File: src/rtl/shared_reg_arbiter_pkg.sv
// Shared definitions for the shared-register write arbiter: FSM encoding
// and the index-to-onehot helper used to build grant/ack vectors.
package shared_reg_arb_pkg;

    // Widest requester vector the helper supports (NUM_REQ is limited to 2..8).
    localparam int MAX_REQ = 8;

    // FSM state encoding.
    typedef enum logic [1:0] {
        IDLE  = 2'd0,
        GRANT = 2'd1,
        ACK   = 2'd2
    } arb_state_t;

    // One-hot vector with bit idx set; callers size-cast to their NUM_REQ.
    function automatic logic [MAX_REQ-1:0] onehot_from_idx(input logic [2:0] idx);
        logic [MAX_REQ-1:0] v;
        v      = '0;
        v[idx] = 1'b1;
        return v;
    endfunction

endpackage

File: src/rtl/shared_reg_arbiter_rr_pick.sv
// Combinational round-robin picker: returns the first set request bit
// found when searching upward (with wrap) from the slot after ptr.
module rr_pick #(
    parameter  int NUM_REQ = 4,
    localparam int IDX_W   = $clog2(NUM_REQ)
) (
    input  logic [NUM_REQ-1:0] req,
    input  logic [IDX_W-1:0]   ptr,
    output logic               any,
    output logic [IDX_W-1:0]   winner
);

    logic [IDX_W-1:0] w_idx;
    logic             w_found;

    // Scan NUM_REQ slots starting just past ptr; the first hit wins, so the
    // slot held by ptr itself is examined last (lowest priority).
    always_comb begin
        any     = |req;
        winner  = '0;
        w_idx   = '0;
        w_found = 1'b0;
        for (int k = 1; k <= NUM_REQ; k++) begin
            w_idx = IDX_W'((int'(ptr) + k) % NUM_REQ);
            if (!w_found && req[w_idx]) begin
                winner  = w_idx;
                w_found = 1'b1;
            end
        end
    end

endmodule

File: src/rtl/shared_reg_arbiter.sv
// Round-robin write arbiter in front of one shared DATA_W-bit register.
// A request is granted at E0, the winner's data is written and acked at
// E1 (if the request is still held), and the block returns to IDLE at E2.
module shared_reg_arbiter
    import shared_reg_arb_pkg::*;
#(
    parameter  int NUM_REQ = 4,
    parameter  int DATA_W  = 8,
    localparam int IDX_W   = $clog2(NUM_REQ)
) (
    input  logic                      clk,
    input  logic                      reset,
    input  logic [NUM_REQ-1:0]        req,
    input  logic [NUM_REQ*DATA_W-1:0] wdata,
    output logic [NUM_REQ-1:0]        gnt,
    output logic [NUM_REQ-1:0]        ack,
    output logic [DATA_W-1:0]         reg_out,
    output logic [IDX_W-1:0]          owner,
    output logic                      busy
);

    arb_state_t          r_state;
    arb_state_t          w_state_nxt;
    logic [IDX_W-1:0]    r_ptr;
    logic [IDX_W-1:0]    w_ptr_nxt;
    logic [NUM_REQ-1:0]  r_gnt;
    logic [NUM_REQ-1:0]  w_gnt_nxt;
    logic [NUM_REQ-1:0]  r_ack;
    logic [NUM_REQ-1:0]  w_ack_nxt;
    logic [DATA_W-1:0]   r_reg;
    logic [IDX_W-1:0]    r_owner;
    logic                w_wr_en;
    logic                w_any;
    logic [IDX_W-1:0]    w_win;

    rr_pick #(
        .NUM_REQ (NUM_REQ)
    ) u_pick (
        .req    (req),
        .ptr    (r_ptr),
        .any    (w_any),
        .winner (w_win)
    );

    // Next-state and next-output decode. In GRANT the winner is r_ptr,
    // because ptr was loaded with the winner on the IDLE->GRANT edge.
    always_comb begin
        w_state_nxt = r_state;
        w_ptr_nxt   = r_ptr;
        w_gnt_nxt   = '0;
        w_ack_nxt   = '0;
        w_wr_en     = 1'b0;
        case (r_state)
            IDLE: begin
                if (w_any) begin
                    w_state_nxt = GRANT;
                    w_gnt_nxt   = NUM_REQ'(onehot_from_idx(3'(w_win)));
                    w_ptr_nxt   = w_win;
                end
            end
            GRANT: begin
                if (req[r_ptr]) begin
                    w_wr_en     = 1'b1;
                    w_gnt_nxt   = NUM_REQ'(onehot_from_idx(3'(r_ptr)));
                    w_ack_nxt   = NUM_REQ'(onehot_from_idx(3'(r_ptr)));
                    w_state_nxt = ACK;
                end else begin
                    // Withdrawn request: no write, ptr keeps the withdrawn
                    // index so that requester drops to lowest priority.
                    w_state_nxt = IDLE;
                end
            end
            ACK: begin
                w_state_nxt = IDLE;
            end
            default: begin
                w_state_nxt = IDLE;
            end
        endcase
    end

    // State, pointer, registered grant/ack, and the shared register itself.
    always_ff @(posedge clk) begin
        if (reset) begin
            r_state <= IDLE;
            r_ptr   <= IDX_W'(NUM_REQ - 1);
            r_gnt   <= '0;
            r_ack   <= '0;
            r_reg   <= '0;
            r_owner <= '0;
        end else begin
            r_state <= w_state_nxt;
            r_ptr   <= w_ptr_nxt;
            r_gnt   <= w_gnt_nxt;
            r_ack   <= w_ack_nxt;
            if (w_wr_en) begin
                r_reg   <= wdata[r_ptr*DATA_W +: DATA_W];
                r_owner <= r_ptr;
            end
        end
    end

    assign gnt     = r_gnt;
    assign ack     = r_ack;
    assign reg_out = r_reg;
    assign owner   = r_owner;
    assign busy    = (r_state != IDLE);

endmodule

File: config.mk
export PLATFORM = sky130hd
export DESIGN_NAME = shared_reg_arbiter
export DESIGN_NICKNAME = d
export VERILOG_FILES = /design/src/rtl/shared_reg_arbiter_pkg.sv /design/src/rtl/shared_reg_arbiter_rr_pick.sv /design/src/rtl/shared_reg_arbiter.sv
export SDC_FILE = /design/constraint.sdc
export NUM_CORES = 1
export LEC_CHECK = 0
export ABC_CLOCK_PERIOD_IN_PS = 5900
export CAP_MARGIN = 10
export CORE_ASPECT_RATIO = 0.7
export CORE_MARGIN = 3
export CORE_UTILIZATION = 40
export DETAILED_ROUTE_END_ITERATION = 12
export PLACE_DENSITY = 0.78
export SLEW_MARGIN = 20
export SYNTH_ARGS = -nofsm -noshare
export SYNTH_HDL_FRONTEND = slang
export SYNTH_SLANG_ARGS = --single-unit
File: constraint.sdc
create_clock -name clk -period 5.9 [get_ports clk]
set_input_delay 1.475 -clock clk [delete_from_list [all_inputs] [get_ports clk]]
set_output_delay 1.475 -clock clk [all_outputs]
set_load 0.1 [all_outputs]
==> impl_results.md, run 1 <==
- Status: completed
- # fillers: around 230
- Comb power frac: 0.443
- Total grt overflow: 0
- CP Capture Type: flip-flop
- HPWL Detailed: 2270 um
- Max-cap violation count: 0
- Ys flop type: dfxtp_1
- CTS tree: done
- Fin. Hold Viols: 0
- FF-to-FF setup slack: between 2 and 3 ns
- CTS Sinks: 22
- Iter 0 DRT Violations: 35
- Post-cts repair resize count: 0
- Met3 wire len: 237 um
- Hold_buf cts: 0
- Syn nets: 160
- Ys Warns: 0
- Cts bufs inserted: 3
- DR top layer: met4
- DR vias/cell: 5.25
- Via count: about 1100
- Die Area: between 3000 and 4000 um2
- Die W: between 70 and 80 um
- Switching Fraction: 0.393
- Initial antenna violation count: 0
- LEAKAGE: 0.790 nW
- # port buffers: 56
- All-Layer GR Usage: 0.158
- Clk pwr share: 0.233
- Final ANT Viol Nets: 0
- Setup repair bufs after CTS: 0
- Tightest Pin Transition: 1.01 ns
- Critical path class: input port to flip-flop
- Seq pwr share: 0.323
- Post-route insts no fill: 204
- H-tree depth: 1
- Multi-input gate area: 726 um2
- Psw: approximately 0.23 mW
- Vias in the first global route: around 1000
- Peak VDD IR: 0.151 mV
- #FFs+latches synth: 22
- Total negative slack: 0 ns
- Area after detailed placement: roughly 1800 um2
- Starting Density: 0.429
- Share of layout cells above drive strength 1: 0.113
- First-pass GRT wire length: 4640 um
- RSZ-0062 raised after global routing: no
- Final setup fails: 0
- Post-layout util: 0.648
- I/O pin cnt: 57
- WL met1: between 1000 and 1500 um
- Nets@finish: 211
- WP data required: just over 6 ns
- # diodes: 0
- Synth unique cells: 33
- DRC violation count after routing: 0
- Synth Area per Inst: 10.4 um2
- Post-synth EDFFs: 0
- Crit path launch type: input port
- Normalized max-slew margin: 0.329
- PD cells: ~320 nW/um2
- Final count of pins violating max slew: 0
- Worst-path fanout max: 12
- Synth Cell Area: roughly 1200 um2
- Die H: roughly 52 um
- DR WL/cell: ~14 um
- Register area share after synthesis: 0.359
- Dpl cells: 200
- Worst-case clock buffer depth: 2
- Site Rows: 16
- Synth async-reset ratio: 0
- Gate count of the mapped netlist: 118
- Type of the worst min-delay path: flip-flop to flip-flop
- Minimum clock period after layout: about 3.5 ns
- Final estimated routing congestion in global placement: 0.723
- WP data arrival: 3.64 ns
- Final Skew: ~0.0031 ns
- Core area: around 2900 um2
- Clock transition at path regs: approximately 0.080 ns
- Hold WS: 0.502 ns
- FF+latch area: about 440 um2
- Drt pass-1 iters: 4
- Clk Latency, worst-skew pair: 0.26 ns
- Final instance area: 1850 um2
- Area grow syn2layout: 51.1%
- Met2 routed WL: 1370 um
- Largest net degree at the start of global routing: 24
- Int Pwr: 0.360 mW
- Root buf cell: clkbuf_8
- Total Wirelength: 2910 um
- Ratio of final minimum period to clock period: 0.589
- Fmax: 288 MHz
-- kinds of logic (layout without fill, tap and decap cells) --
group	after synthesis	after routing	share of synthesized area
flip-flops	22	22	0.359
adder cells (fa/ha/maj)	4	4	0.0408
buffers and inverters	13	63	0.0500
AND/OR/NAND/NOR	38	38	0.144
multiplexers	20	20	0.259
AO/OA/AOI/OAI	21	21	0.148
-- routing by layer --
metal / up-vias / global-route usage
met5: - / 0
met4: 0 / 0.0188
met3: 2 / 0.0517
met2: 46 / 0.258
met1: 494 / 0.211
li1: 530 / -
-- power by group through the flow --
stage / logic, mW / clock network (mW) / registers, mW
global route: 0.277 / 0.146 / 0.196
detailed placement: 0.264 / 0 / 0.195
global placement: 0.259 / 0 / 0.194
finish: 0.263 / 0.138 / 0.192
CTS: 0.264 / 0.140 / 0.192
floorplan: 0.124 / 0 / 0.266
-- area by class of cell --
class,count,share of cell area
multi-input cells,83,0.391
repair buffers,56,0.302
flip-flops and latches,22,0.238
well taps,36,0.0243
clock buffers,3,0.0223
clock inverters,1,0.0162
inverters,3,0.00607
-- state kept, by name, summed over array words and instances, names as in the netlist --
| register | count |
|---|---|
| r_ptr | 2 |
| r_state | 2 |
| gnt | 4 |
| owner | 2 |
| ack | 4 |
| reg_out | 8 |
-- worst max-delay path, stage by stage --
cell and delay [ns]:
clkdlybuf4s50_1 0.58, mux4_1 0.54, nand2_1 0.45, nor2_1 0.17, and2_1 0.21, a31o_2 0.20
-- synthesized netlist by cell type (all sizes together) (3+ instances only) --
| cell type | count | share of area |
|---|---|---|
| dfxtp | 22 | 0.36 |
| nor2 | 20 | 0.061 |
| mux2i | 10 | 0.082 |
| mux4 | 9 | 0.17 |
| buf | 5 | 0.025 |
| clkbuf | 5 | 0.015 |
| nand2 | 5 | 0.015 |
| a21oi | 4 | 0.016 |
| ha | 4 | 0.041 |
| a21o | 3 | 0.018 |
| and2 | 3 | 0.015 |
| inv | 3 | 0.0092 |
| nor2b | 3 | 0.015 |
-- path summary, 6_finish.rpt --
kind | endpoint | depth (start not counted) | startpoint
hold / removal | reg_out[7]$_SDFFE_PP0P_ | 2 | reg_out[7]$_SDFFE_PP0P_
setup / recovery | gnt[0]$_SDFF_PP0_ | 6 | req[3]
setup reg to reg | r_ptr[0]$_SDFFE_PP1P_ | 7 | r_ptr[0]$_SDFFE_PP1P_
hold reg to reg | reg_out[7]$_SDFFE_PP0P_ | 2 | reg_out[7]$_SDFFE_PP0P_
-- metrics by stage --
| step | worst slack (ns) | power (mW) |
|---|---|---|
| 5_1_grt | 2.23 | 0.619 |
| 4_1_cts | 2.42 | 0.596 |
| 6_report | 2.42 | 0.593 |
| 3_5_place_dp | 2.14 | 0.459 |
| 2_1_floorplan | 2.94 | 0.390 |
| 3_3_place_gp | 2.20 | 0.454 |
-- layout by cell type (no fill, tap or decap) --
| cell type | instances |
|---|---|
| ha_1 | 4 |
| o21bai_1 | 1 |
| mux4_2 | 8 |
| and2_1 | 3 |
| or2_2 | 1 |
| nor2b_1 | 3 |
| a2111o_1 | 1 |
| a22oi_1 | 1 |
| mux2i_1 | 10 |
| nor3_1 | 1 |
| a21o_1 | 3 |
| o221ai_2 | 1 |
| a32oi_1 | 1 |
| o41ai_2 | 2 |
| mux4_1 | 1 |
| nor2_1 | 20 |
| o32ai_1 | 1 |
| a211o_1 | 2 |
| o221a_2 | 1 |
| inv_1 | 3 |
| clkdlybuf4s50_1 | 56 |
| dfxtp_1 | 22 |
| a31o_2 | 1 |
| nand3_1 | 1 |
| a21oi_1 | 4 |
| or3b_1 | 1 |
| clkbuf_8 | 3 |
| o21ai_0 | 2 |
| nand3b_1 | 1 |
| nand2_1 | 5 |
| mux2_2 | 1 |
| nand2b_1 | 2 |
| bufinv_16 | 1 |
(Power assumes the default switching activity.)
==> run 2: changes to the inputs <==
--- a/config.mk
+++ b/config.mk
@@ -5,7 +5,7 @@
 export SDC_FILE = /design/constraint.sdc
 export NUM_CORES = 1
 export LEC_CHECK = 0
-export ABC_CLOCK_PERIOD_IN_PS = 5900
+export ABC_CLOCK_PERIOD_IN_PS = 3300
 export CAP_MARGIN = 10
 export CORE_ASPECT_RATIO = 0.7
 export CORE_MARGIN = 3
==> constraint.sdc (replaced) <==
create_clock -name clk -period 3.3 [get_ports clk]
set_input_delay 0.825 -clock clk [delete_from_list [all_inputs] [get_ports clk]]
set_output_delay 0.825 -clock clk [all_outputs]
set_load 0.1 [all_outputs]
==> impl_results.md, run 2 (same netlist as run 1, synthesis figures left out) <==
- Drt pass-1 iters: 4 (unchanged)
- Die W: 72.2 um (unchanged)
- CP Capture Type: flip-flop
- Die Area: 3780 um2 (unchanged)
- Total grt overflow: 0 (unchanged)
- Site Rows: 16 (unchanged)
- Total negative slack: 0 ns (unchanged)
- Minimum clock period after layout: 2.64 ns
- All-Layer GR Usage: 0.162 (+0.00380)
- HP Start: reg_out[7]$_SDFFE_PP0P_
- Post-route setup slack: 0.664 ns (-1.76 ns)
- Status: completed
- Worst-path fanout max: 10 (-2)
- Ratio of final minimum period to clock period: 0.799
- Critical register-to-register path endpoint: gnt[0]$_SDFF_PP0_
- Via count: 1098 (+2.4%)
- PD cells: 547 nW/um2 (+71%)
- # fillers: 239 (+2.6%)
- Hold_buf cts: 0 (unchanged)
- Multi-input gate area: 726 um2 (unchanged)
- Total Wirelength: 2880 um (-1.1%)
- RR Startpoint: r_ptr[1]$_SDFFE_PP1P_
- Root buf cell: clkbuf_8
- HPWL Detailed: 2300 um (+1.4%)
- Final count of pins violating max slew: 0 (unchanged)
- Final ANT Viol Nets: 0 (unchanged)
- Normalized max-slew margin: 0.610 (+0.281)
- Final instance area: 1820 um2 (-1.8%)
- Hold path endpoint: reg_out[7]$_SDFFE_PP0P_
- Setup repair bufs after CTS: 0 (unchanged)
- Pre-CTS WS: 0.408 ns (-1.73 ns)
- Fmax: approximately 380 MHz
- Starting Density: 0.429 (unchanged)
- WP data arrival: 2.80 ns (-0.84 ns)
- R2r worst-path depth: 6 (-1)
- Commonest non-fill, non-tap cells in the layout: clkdlybuf4s50_1, buf_4, dfxtp_1, nor2_1, mux2i_1
- # port buffers: 56 (unchanged)
- CTS Sinks: 22 (unchanged)
- Area after detailed placement: 1770 um2 (-0.98%)
- Share of layout cells above drive strength 1: 0.244 (+0.131)
- Worst-case clock buffer depth: 2 (unchanged)
- # diodes: 0 (unchanged)
- WP data required: 3.46 ns (-2.60 ns)
- Crit path launch type: input port
- Dpl cells: 204 (+2.0%)
- Largest net degree at the start of global routing: 23 (-4.2%)
- H-tree depth: 1 (unchanged)
- Initial antenna violation count: 0 (unchanged)
- Post-route insts no fill: 208 (+2.0%)
- Core area: 2860 um2 (unchanged)
- Iter 0 DRT Violations: 25 (-29%)
- FF+latch area: 440 um2 (unchanged)
- I/O pin cnt: 57 (unchanged)
- Post-cts repair resize count: 0 (unchanged)
- Area grow syn2layout: 48.3%
- RSZ-0062 raised after global routing: no
- Fin. Hold Viols: 0 (unchanged)
- Type of the worst min-delay path: flip-flop to flip-flop
- Number of flip-flops in the largest register: 8 (unchanged)
- Nets@finish: 215 (+1.9%)
- Tightest Pin Transition: 0.579 ns (-0.426 ns)
- Vias in the first global route: 1028 (-1.4%)
- Clk Latency, worst-skew pair: 0.26 ns (about the same)
- DR vias/cell: 5.28 (+0.46%)
- Final setup fails: 0 (unchanged)
- First-pass GRT wire length: 4690 um (+1.2%)
- Clock transition at path regs: 0.07 ns (about the same)
- Die H: 52.3 um (unchanged)
- CTS tree: done
- Commonest non-fill, non-tap cell in the layout: clkdlybuf4s50_1
- Final estimated routing congestion in global placement: 0.795 (+10%)
- Number of cells on the worst hold path: 2 (unchanged)
- Cts bufs inserted: 3 (unchanged)
- FF-to-FF setup slack: 1.28 ns (-1.68 ns)
- Final Skew: 0.00127 ns (-0.00187 ns)
- DR WL/cell: 13.8 um (-3.0%)
- DRC violation count after routing: 0 (unchanged)
- Critical path class: input port to flip-flop
- Peak VDD IR: 0.292 mV (+94%)
- LEAKAGE: 0.837 nW (+6.0%)
- Max-cap violation count: 0 (unchanged)
## run 2: changes by cell type in the layout (fill, tap and decap cells not counted), sizes merged
cell           change
bufinv             -1
clkbuf             +1
buf               +23
clkdlybuf4s50     -19
## run 2: through the flow
step                utilization  hold slack (ns)  power (mW)
detailed placement        0.617            0.489       0.818
floorplan                     -            0.564       0.698
CTS                       0.636            0.512        1.00
finish                    0.636            0.511       0.995
global placement          0.617            0.474       0.811
global route              0.636            0.545        1.05
## run 2: how the worst max path moves through the flow
| stage | startpoint | to | slack (ns) | cells past startpoint |
|---|---|---|---|---|
| final | req[3] | gnt[3]$_SDFF_PP0_ | 0.66 | 6 |
| after floorplan | r_ptr[1]$_SDFFE_PP1P_ | r_ptr[0]$_SDFFE_PP1P_ | 0.96 | 9 |
| after global placement | req[1] | gnt[3]$_SDFF_PP0_ | 0.47 | 6 |
| after CTS | req[3] | gnt[3]$_SDFF_PP0_ | 0.67 | 6 |
| after detailed placement | req[1] | gnt[3]$_SDFF_PP0_ | 0.41 | 6 |
| after global routing | req[3] | gnt[3]$_SDFF_PP0_ | 0.56 | 6 |
## run 2: per-layer routing
metal  vias up  global-route usage  part of all wire
met5         -                   0                 0
met4         0              0.0188            0.0042
met3         2              0.0709             0.078
met2        42               0.246              0.47
met1       518               0.219              0.45
li1        536                   -                 -
## run 2: worst max-delay path: stages
cell,delay (ns)
clkdlybuf4s50_1,0.57
or3b_1,0.42
a2111o_1,0.43
o221ai_2,0.07
o41ai_2,0.16
o41ai_2,0.33
## run 2: power breakdown
group | total (mW) | internal, mW | switching (mW) | leakage (nW)
clock network | 0.186 | 0.106 | 0.0797 | 0.0288
registers | 0.308 | 0.295 | 0.0127 | 0.180
logic | 0.501 | 0.186 | 0.316 | 0.628
total | 0.995 | 0.587 | 0.408 | 0.837
## run 2: cell type report
cell class	instances	area share
Clock buffer	4	0.0302
Sequential cell	22	0.242
Timing Repair Buffer	60	0.298
Tap cell	36	0.0247
Inverter	3	0.00619
Multi-Input combinational cell	83	0.399
